`src/rtl/spi_slave.sv`:
```
// SPI mode-0 slave (MSB first) with a one-word transmit buffer, oversampled on clk.
// Latency: rx_valid pulses 3 clk after the first clk edge that samples sclk high for the last bit.
// Backpressure: none towards the master; a frame starting on an empty buffer sends zeros and pulses underrun.
//
// Ports:
//   clk, rst        system clock, asynchronous active-low reset
//   sclk, cs_n,     SPI pins from the master, asynchronous to clk
//   mosi, miso
//   tx_data/tx_load write port of the one-word transmit buffer, tx_ready = buffer empty
//   rx_data/rx_valid last complete received word and its one-clk strobe
//   busy            high while a frame is selected (state ACTIVE)
//   underrun        one-clk pulse when a word starts with the transmit buffer empty

module spi_slave #(
  parameter int WIDTH = 8
) (
  input  logic             clk,
  input  logic             rst,
  input  logic             sclk,
  input  logic             cs_n,
  input  logic             mosi,
  output logic             miso,
  input  logic [WIDTH-1:0] tx_data,
  input  logic             tx_load,
  output logic             tx_ready,
  output logic [WIDTH-1:0] rx_data,
  output logic             rx_valid,
  output logic             busy,
  output logic             underrun
);

  localparam int             CW       = $clog2(WIDTH);
  localparam logic [CW-1:0]  LAST_BIT = CW'(WIDTH - 1);

  typedef enum logic {
    IDLE   = 1'b0,
    ACTIVE = 1'b1
  } state_t;

  state_t r_state;
  state_t w_state_nxt;

  // Synchronisers: two flops per pin, plus a third on sclk/cs_n for edge detection.
  logic r_sclk_s1, r_sclk_s2, r_sclk_s3;
  logic r_cs_s1,   r_cs_s2,   r_cs_s3;
  logic r_mosi_s1, r_mosi_s2;

  // Counts clk edges after reset release until the synchronisers hold real pin values.
  logic [1:0] r_warm_cnt;

  // Transmit side
  logic [WIDTH-1:0] r_tx_buf;
  logic             r_tx_full;
  logic [WIDTH-1:0] r_tx_shift;
  logic             r_miso;
  logic             r_underrun;

  // Receive side
  logic [WIDTH-1:0] r_rx_shift;
  logic [CW-1:0]    r_bit_cnt;
  logic             r_done;
  logic [WIDTH-1:0] r_rx_data;
  logic             r_rx_valid;

  // Event decode
  logic w_warm;
  logic w_sclk_rise;
  logic w_sclk_fall;
  logic w_cs_fall;
  logic w_cs_rise;
  logic w_start;
  logic w_stop;
  logic w_bit_rise;
  logic w_bit_fall;
  logic w_reload;
  logic w_consume;
  logic w_last_bit;
  logic w_load_acc;

  //--------------------------------------------------------------------------
  // Input synchronisers
  //--------------------------------------------------------------------------
  always_ff @(posedge clk or negedge rst) begin
    if (!rst) begin
      r_sclk_s1 <= 1'b0;
      r_sclk_s2 <= 1'b0;
      r_sclk_s3 <= 1'b0;
      r_cs_s1   <= 1'b1;
      r_cs_s2   <= 1'b1;
      r_cs_s3   <= 1'b1;
      r_mosi_s1 <= 1'b0;
      r_mosi_s2 <= 1'b0;
    end else begin
      r_sclk_s1 <= sclk;
      r_sclk_s2 <= r_sclk_s1;
      r_sclk_s3 <= r_sclk_s2;
      r_cs_s1   <= cs_n;
      r_cs_s2   <= r_cs_s1;
      r_cs_s3   <= r_cs_s2;
      r_mosi_s1 <= mosi;
      r_mosi_s2 <= r_mosi_s1;
    end
  end

  always_ff @(posedge clk or negedge rst) begin
    if (!rst) begin
      r_warm_cnt <= 2'd0;
    end else if (r_warm_cnt != 2'd3) begin
      r_warm_cnt <= r_warm_cnt + 2'd1;
    end
  end

  // The cs_n flops reset high, so if the master already holds cs_n low when
  // reset is released, the flush of reset values looks like a falling edge.
  // Falling edges are only trusted once all three cs_n flops carry pin data,
  // which makes the block wait for the next genuine frame.
  assign w_warm      = (r_warm_cnt == 2'd3);

  assign w_sclk_rise = r_sclk_s2 & ~r_sclk_s3;
  assign w_sclk_fall = ~r_sclk_s2 & r_sclk_s3;
  assign w_cs_fall   = ~r_cs_s2 & r_cs_s3 & w_warm;
  assign w_cs_rise   = r_cs_s2 & ~r_cs_s3;

  assign w_start     = (r_state == IDLE) & w_cs_fall;
  assign w_stop      = (r_state == ACTIVE) & w_cs_rise;

  // Deselect wins over a coincident sclk edge: the frame is over.
  assign w_bit_rise  = (r_state == ACTIVE) & ~w_cs_rise & w_sclk_rise;
  assign w_bit_fall  = (r_state == ACTIVE) & ~w_cs_rise & w_sclk_fall;

  // In mode 0 the first sclk edge of a word is rising, so a falling edge seen
  // with the counter at 0 is the one that follows a completed word: it starts
  // the next word of a continuous frame instead of shifting.
  assign w_reload    = w_bit_fall & (r_bit_cnt == '0);
  assign w_consume   = w_start | w_reload;
  assign w_last_bit  = w_bit_rise & (r_bit_cnt == LAST_BIT);

  // A load is taken when the buffer is empty, or when it is being emptied in
  // this very cycle (the consumer gets the old word, the load refills).
  assign w_load_acc  = tx_load & (~r_tx_full | w_consume);

  //--------------------------------------------------------------------------
  // FSM: state register
  //--------------------------------------------------------------------------
  always_ff @(posedge clk or negedge rst) begin
    if (!rst) begin
      r_state <= IDLE;
    end else begin
      r_state <= w_state_nxt;
    end
  end

  //--------------------------------------------------------------------------
  // FSM: next state
  //--------------------------------------------------------------------------
  always_comb begin
    w_state_nxt = r_state;
    case (r_state)
      IDLE:    if (w_cs_fall) w_state_nxt = ACTIVE;
      ACTIVE:  if (w_cs_rise) w_state_nxt = IDLE;
      default: w_state_nxt = IDLE;
    endcase
  end

  //--------------------------------------------------------------------------
  // FSM: outputs
  //--------------------------------------------------------------------------
  always_comb begin
    busy     = (r_state == ACTIVE);
    tx_ready = ~r_tx_full;
    miso     = r_miso;
    rx_data  = r_rx_data;
    rx_valid = r_rx_valid;
    underrun = r_underrun;
  end

  //--------------------------------------------------------------------------
  // Transmit buffer
  //--------------------------------------------------------------------------
  always_ff @(posedge clk or negedge rst) begin
    if (!rst) begin
      r_tx_buf  <= '0;
      r_tx_full <= 1'b0;
    end else if (w_load_acc) begin
      r_tx_buf  <= tx_data;
      r_tx_full <= 1'b1;
    end else if (w_consume) begin
      r_tx_full <= 1'b0;
    end
  end

  //--------------------------------------------------------------------------
  // Transmit shifter and miso
  //--------------------------------------------------------------------------
  always_ff @(posedge clk or negedge rst) begin
    if (!rst) begin
      r_tx_shift <= '0;
      r_miso     <= 1'b0;
      r_underrun <= 1'b0;
    end else begin
      r_underrun <= 1'b0;
      if (w_stop) begin
        r_miso <= 1'b0;
      end else if (w_consume) begin
        // New word: take the buffered word, or zeros if nothing was loaded.
        r_tx_shift <= r_tx_full ? r_tx_buf : '0;
        r_miso     <= r_tx_full & r_tx_buf[WIDTH-1];
        r_underrun <= ~r_tx_full;
      end else if (w_bit_fall) begin
        // Present the next bit; r_tx_shift[WIDTH-1] is already on the wire.
        r_tx_shift <= {r_tx_shift[WIDTH-2:0], 1'b0};
        r_miso     <= r_tx_shift[WIDTH-2];
      end
    end
  end

  //--------------------------------------------------------------------------
  // Receive shifter, bit counter and word output
  //--------------------------------------------------------------------------
  always_ff @(posedge clk or negedge rst) begin
    if (!rst) begin
      r_rx_shift <= '0;
      r_bit_cnt  <= '0;
      r_done     <= 1'b0;
      r_rx_data  <= '0;
      r_rx_valid <= 1'b0;
    end else begin
      r_done     <= 1'b0;
      r_rx_valid <= 1'b0;

      // A partial word left by a deselect is simply overwritten by the next
      // word's shifts; only the counter needs clearing.
      if (w_start || w_stop) begin
        r_bit_cnt <= '0;
      end else if (w_bit_rise) begin
        r_rx_shift <= {r_rx_shift[WIDTH-2:0], r_mosi_s2};
        r_bit_cnt  <= w_last_bit ? '0 : r_bit_cnt + CW'(1);
        r_done     <= w_last_bit;
      end

      // Word publish is one cycle after the final shift; the shift register
      // cannot change again before the next sclk rise, many clk later.
      if (r_done) begin
        r_rx_data  <= r_rx_shift;
        r_rx_valid <= 1'b1;
      end
    end
  end

endmodule

```
`config.mk`:
```
export PLATFORM = sky130hd
export DESIGN_NAME = spi_slave
export DESIGN_NICKNAME = d
export VERILOG_FILES = /design/src/rtl/spi_slave.sv
export SDC_FILE = /design/constraint.sdc
export NUM_CORES = 1
export LEC_CHECK = 0
export BUFFER_PORTS_ARGS = -buffer_cell sky130_fd_sc_hd__buf_2
export CAP_MARGIN = 20
export CORE_MARGIN = 2
export CORE_UTILIZATION = 55
export DETAILED_ROUTE_END_ITERATION = 10
export GPL_TIMING_DRIVEN = 0
export HOLD_SLACK_MARGIN = 0.15
export PLACE_DENSITY = 0.77
export SETUP_SLACK_MARGIN = 0.3
export SYNTH_ARGS = -nofsm -noshare
export SYNTH_HDL_FRONTEND = slang
export SYNTH_SLANG_ARGS = --single-unit
export TNS_END_PERCENT = 1
```
`constraint.sdc`:
```
create_clock -name clk -period 3.5 [get_ports clk]
set_input_delay 0.35 -clock clk [delete_from_list [all_inputs] [get_ports clk]]
set_output_delay 0.35 -clock clk [all_outputs]
set_load 0.02 [all_outputs]
```
==> flow_summary.html <==
<table>
<tr><th>Metric</th><th>Value</th></tr>
<tr><th colspan="2">Pwr</th></tr>
<tr><td>Power per cell area</td><td>about 560 nW/um^2</td></tr>
<tr><td>Leak Pwr</td><td>between 0.001 and 0.0015 uW</td></tr>
<tr><td>Max rail drop VDD</td><td>around 0.38 mV</td></tr>
<tr><th colspan="2">Worst setup path</th></tr>
<tr><td>Kind of end point of the critical path</td><td>flop</td></tr>
<tr><td>Type of the setup path with the least slack</td><td>flop to flop</td></tr>
<tr><td>Largest fanout on the critical path</td><td>10</td></tr>
<tr><td>Critical path launch point type</td><td>flop</td></tr>
<tr><td>Req. time, crit path</td><td>around 3.7 ns</td></tr>
<tr><td>Critical path arrival</td><td>2.11 ns</td></tr>
<tr><th colspan="2">Global route</th></tr>
<tr><td>GR Overflow Total</td><td>0</td></tr>
<tr><td>Number of antenna violations at the first check in global routing</td><td>0</td></tr>
<tr><td>Pin count of the biggest net entering global routing</td><td>51</td></tr>
<tr><td>Overall Global Routing Usage</td><td>0.182</td></tr>
<tr><td>First-pass GRT wire length</td><td>~5700 um</td></tr>
<tr><td>Number of global-route vias before repair</td><td>~1200</td></tr>
<tr><th colspan="2">CTS</th></tr>
<tr><td>Cell at the root of the clock tree</td><td>sky130_fd_sc_hd__clkbuf_8</td></tr>
<tr><td>Cts bufs inserted</td><td>5</td></tr>
<tr><td>Clock Sinks</td><td>50</td></tr>
<tr><td>TritonCTS clock tree</td><td>built</td></tr>
<tr><td>Max clock buf depth</td><td>2</td></tr>
<tr><td>Clock-pin slew on the worst setup and hold paths</td><td>about 0.08 ns</td></tr>
<tr><td>Post-CTS Setup Inserts</td><td>0</td></tr>
<tr><td># resized after CTS</td><td>0</td></tr>
<tr><td>Later-pin clock latency in the skew report</td><td>about 0.30 ns</td></tr>
<tr><td>Total of hold buffers inserted after clock tree synthesis</td><td>3</td></tr>
<tr><td>H-tree level count</td><td>2</td></tr>
<tr><th colspan="2">Drt</th></tr>
<tr><td>Total wire length after detailed routing</td><td>around 3300 um</td></tr>
<tr><td>DRC</td><td>0</td></tr>
<tr><td>Per-cell routed wire length</td><td>roughly 14 um</td></tr>
<tr><td>Detailed-route vias per instance</td><td>approximately 5.3</td></tr>
<tr><td>Final ANT Viol Nets</td><td>0</td></tr>
<tr><td>Number of search-and-repair iterations in the first detailed-routing pass</td><td>4</td></tr>
<tr><td>Total number of vias</td><td>1240</td></tr>
<tr><td>Drt first-iter violations</td><td>92</td></tr>
<tr><th colspan="2">Synthesis</th></tr>
<tr><td>Number of register bits inferred by synthesis</td><td>50</td></tr>
<tr><td>Synthesized-area fraction occupied by and/or/nand/nor cells</td><td>0.0964</td></tr>
<tr><td>Mux contribution to synthesized area</td><td>0.150</td></tr>
<tr><td>Synthesized area per cell</td><td>13.6 um^2</td></tr>
<tr><td>Area share of the largest cell type after synthesis</td><td>0.581</td></tr>
<tr><td>Cells taking the most area after synthesis</td><td>sky130_fd_sc_hd__dfrtp_1 (58%), sky130_fd_sc_hd__mux2_2 (15%), sky130_fd_sc_hd__dfstp_2 (3.9%)</td></tr>
<tr><td>XOR/XNOR share of the synthesized area</td><td>0.00432</td></tr>
<tr><td>Post-Syn Instances</td><td>about 150</td></tr>
<tr><td>Compound-gate portion of the synthesized area</td><td>0.0840</td></tr>
<tr><td>Netlist area before placement</td><td>2030 um^2</td></tr>
<tr><td>Async set-or-reset flop fraction in the synthesized netlist</td><td>1.00</td></tr>
<tr><td>Net Count, Synth</td><td>approximately 170</td></tr>
<tr><td>Dominant combinational cell family by area after synthesis</td><td>multiplexers</td></tr>
<tr><td>Sequential-to-total area share from yosys stat</td><td>0.620</td></tr>
<tr><td>Top FF cell, synth</td><td>sky130_fd_sc_hd__dfrtp_1</td></tr>
<tr><td>Post-synth top area cell</td><td>sky130_fd_sc_hd__dfrtp_1</td></tr>
<tr><td>Adder and majority gate portion of the synthesized area</td><td>0.0247</td></tr>
<tr><td>Synth unique cells</td><td>27</td></tr>
<tr><td>Ys Warns</td><td>0</td></tr>
<tr><td>Count of flip-flops with a built-in enable after synthesis</td><td>0</td></tr>
<tr><th colspan="2">Die</th></tr>
<tr><td>Die outline width</td><td>between 60 and 70 um</td></tr>
<tr><td>Boundary Pins</td><td>27</td></tr>
<tr><td>Area of the die</td><td>roughly 4200 um^2</td></tr>
<tr><td>Die Y</td><td>64.7 um</td></tr>
<tr><td>Initial Util</td><td>0.562</td></tr>
<tr><td>Standard cell core area</td><td>between 3000 and 4000 um^2</td></tr>
<tr><td>Std-Cell Rows</td><td>22</td></tr>
<tr><th colspan="2">Timing</th></tr>
<tr><td>Total of endpoints with negative setup slack in the final report</td><td>0</td></tr>
<tr><td>Period utilisation layout</td><td>0.549</td></tr>
<tr><td>Max Transition Viols Final</td><td>0</td></tr>
<tr><td>Sum of negative setup slack</td><td>0 ns</td></tr>
<tr><td>Unrepaired setup endpoints after global routing</td><td>false</td></tr>
<tr><td>Clock period minus final worst setup slack</td><td>roughly 1.9 ns</td></tr>
<tr><td>Skew final</td><td>between 0.005 and 0.006 ns</td></tr>
<tr><td>Final Hold Viols</td><td>0</td></tr>
<tr><td>Fmax</td><td>about 0.52 GHz</td></tr>
<tr><td>Headroom to the max-slew limit</td><td>0.687</td></tr>
<tr><td>Transition time at the pin with the least slew margin</td><td>around 0.47 ns</td></tr>
<tr><th colspan="2">Place</th></tr>
<tr><td>DPL Wire Length</td><td>between 2000 and 2500 um</td></tr>
<tr><td>Cell count after placement</td><td>approximately 220</td></tr>
<tr><td>Total cell area at the placement stage</td><td>approximately 2200 um^2</td></tr>
<tr><td>Routability congestion estimate from global placement</td><td>roughly 0.78</td></tr>
<tr><td>Number of I/O port buffers</td><td>26</td></tr>
<tr><th colspan="2">Finish</th></tr>
<tr><td>Area of all placed cells without fillers</td><td>between 2000 and 2500 um^2</td></tr>
<tr><td>Fin cells</td><td>about 240</td></tr>
<tr><td>Total inserted antenna cells</td><td>0</td></tr>
<tr><td>Synth-to-layout area growth</td><td>16.9%</td></tr>
<tr><td>Final Util</td><td>0.656</td></tr>
<tr><td>Proportion of layout cells with a drive suffix above 1</td><td>0.388</td></tr>
<tr><td>Net total in the final layout</td><td>between 200 and 250</td></tr>
<tr><th colspan="2">Outcome</th></tr>
<tr><td>Result of the run</td><td>finished clean</td></tr>
<tr><th colspan="2">Flow run</th></tr>
<tr><td>Max-cap violations</td><td>0</td></tr>
<tr><th colspan="2">Worst hold path</th></tr>
<tr><td>Class of the tightest hold or removal check</td><td>input port to flop</td></tr>
</table>
flip-flops by register name (all words and copies together), names as in the netlist, 2 cells and up:
register,count
r_tx_shift,7
r_tx_buf,8
rx_data,8
r_warm_cnt,2
r_rx_shift,8
r_bit_cnt,3
stage by stage:
stage | total power (uW) | hold WS, ns | setup WS [ns]
after floorplan | 930 | 0.0544 | 1.76
final | 1330 | 0.243 | 1.58
after global routing | 1420 | 0.237 | 1.44
after global placement | 985 | 0.335 | 1.66
after CTS | 1350 | 0.232 | 1.55
after detailed placement | 1010 | 0.341 | 1.57
cells in the final DEF (no fill, tap or decap), types with 2 or more instances in the layout:
cell / count
sky130_fd_sc_hd__clkbuf_8: 6
sky130_fd_sc_hd__a21oi_1: 6
sky130_fd_sc_hd__inv_1: 4
sky130_fd_sc_hd__buf_2: 30
sky130_fd_sc_hd__clkbuf_1: 3
sky130_fd_sc_hd__mux2_2: 27
sky130_fd_sc_hd__nor2_1: 11
sky130_fd_sc_hd__nand2b_1: 2
sky130_fd_sc_hd__o22a_1: 6
sky130_fd_sc_hd__dfstp_2: 3
sky130_fd_sc_hd__a22o_1: 3
sky130_fd_sc_hd__dfrtp_1: 47
sky130_fd_sc_hd__ha_1: 4
sky130_fd_sc_hd__dlygate4sd3_1: 4
sky130_fd_sc_hd__nand2_1: 16
final timing paths:
kind | from | endpoint | slack (ns) | depth (start not counted)
max in group asynchronous | rst | r_tx_shift[6]$_DFFE_PN0P_ | 2.47 | 3
min in group asynchronous | rst | r_mosi_s1$_DFF_PN0_ | 0.53 | 2
setup reg to reg | r_bit_cnt[0]$_DFFE_PN0P_ | r_tx_buf[7]$_DFFE_PN0P_ | 1.58 | 6
setup / recovery | r_bit_cnt[0]$_DFFE_PN0P_ | r_tx_buf[7]$_DFFE_PN0P_ | 1.58 | 6
hold / removal | tx_load | r_tx_full$_DFFE_PN0P_ | 0.24 | 2
hold reg to reg | r_cs_s1$_DFF_PN1_ | r_cs_s2$_DFF_PN1_ | 0.36 | 0
power by group:
group / switching, uW / internal [uW]
Clock: 174 / 159
Sequential: 68.9 / 691
Combinational: 110 / 133
synthesized netlist by cell type, drive strengths merged (2+ instances only):
cell type and instances:
mux2 27, inv 4, nand2 16, dfstp 3
o22a 6, and4bb 2, dfrtp 47, a21oi 6
nand2b 3, a22o 3, nor2 11, ha 4
clkbuf 2, buf 4
cell type report:
| cell class | count | area (um^2) |
|---|---|---|
| clock inverters | 1 | 5.00 |
| plain buffers | 6 | 27.5 |
| well taps | 48 | 60.1 |
| repair buffers | 31 | 190 |
| fillers | 286 | 1240 |
| inverters | 4 | 15.0 |
| flip-flops and latches | 50 | 1250 |
| clock buffers | 7 | 86.3 |
| multi-input cells | 89 | 728 |
kinds of logic after synthesis:
| logic type | after synthesis |
|---|---|
| XOR/XNOR | 1 |
| buffers and inverters | 10 |
| flip-flops | 50 |
| AND/OR/NAND/NOR | 37 |
| AO/OA/AOI/OAI | 20 |
| multiplexers | 27 |
| adder cells (fa/ha/maj) | 4 |
per-layer routing:
| metal | track usage | part of all wire | up-vias | wire [um] |
|---|---|---|---|---|
| li1 | - | - | 592 | - |
| met1 | 0.229 | 0.44 | 624 | 1430 |
| met2 | 0.299 | 0.50 | 22 | 1640 |
| met3 | 0.0625 | 0.049 | 2 | 158 |
| met4 | 0.0559 | 0.0092 | 0 | 30 |
| met5 | 0 | 0 | - | 0 |
critical path: stages (launching register included):
cell and delay, ns:
sky130_fd_sc_hd__dfrtp_1 0.40, sky130_fd_sc_hd__inv_1 0.07, sky130_fd_sc_hd__ha_1 0.17, sky130_fd_sc_hd__and4bb_2 0.26, sky130_fd_sc_hd__a31oi_4 0.18, sky130_fd_sc_hd__a21boi_4 0.34, sky130_fd_sc_hd__mux2_2 0.38
No activity file was read; power rests on OpenSTA's default activity.
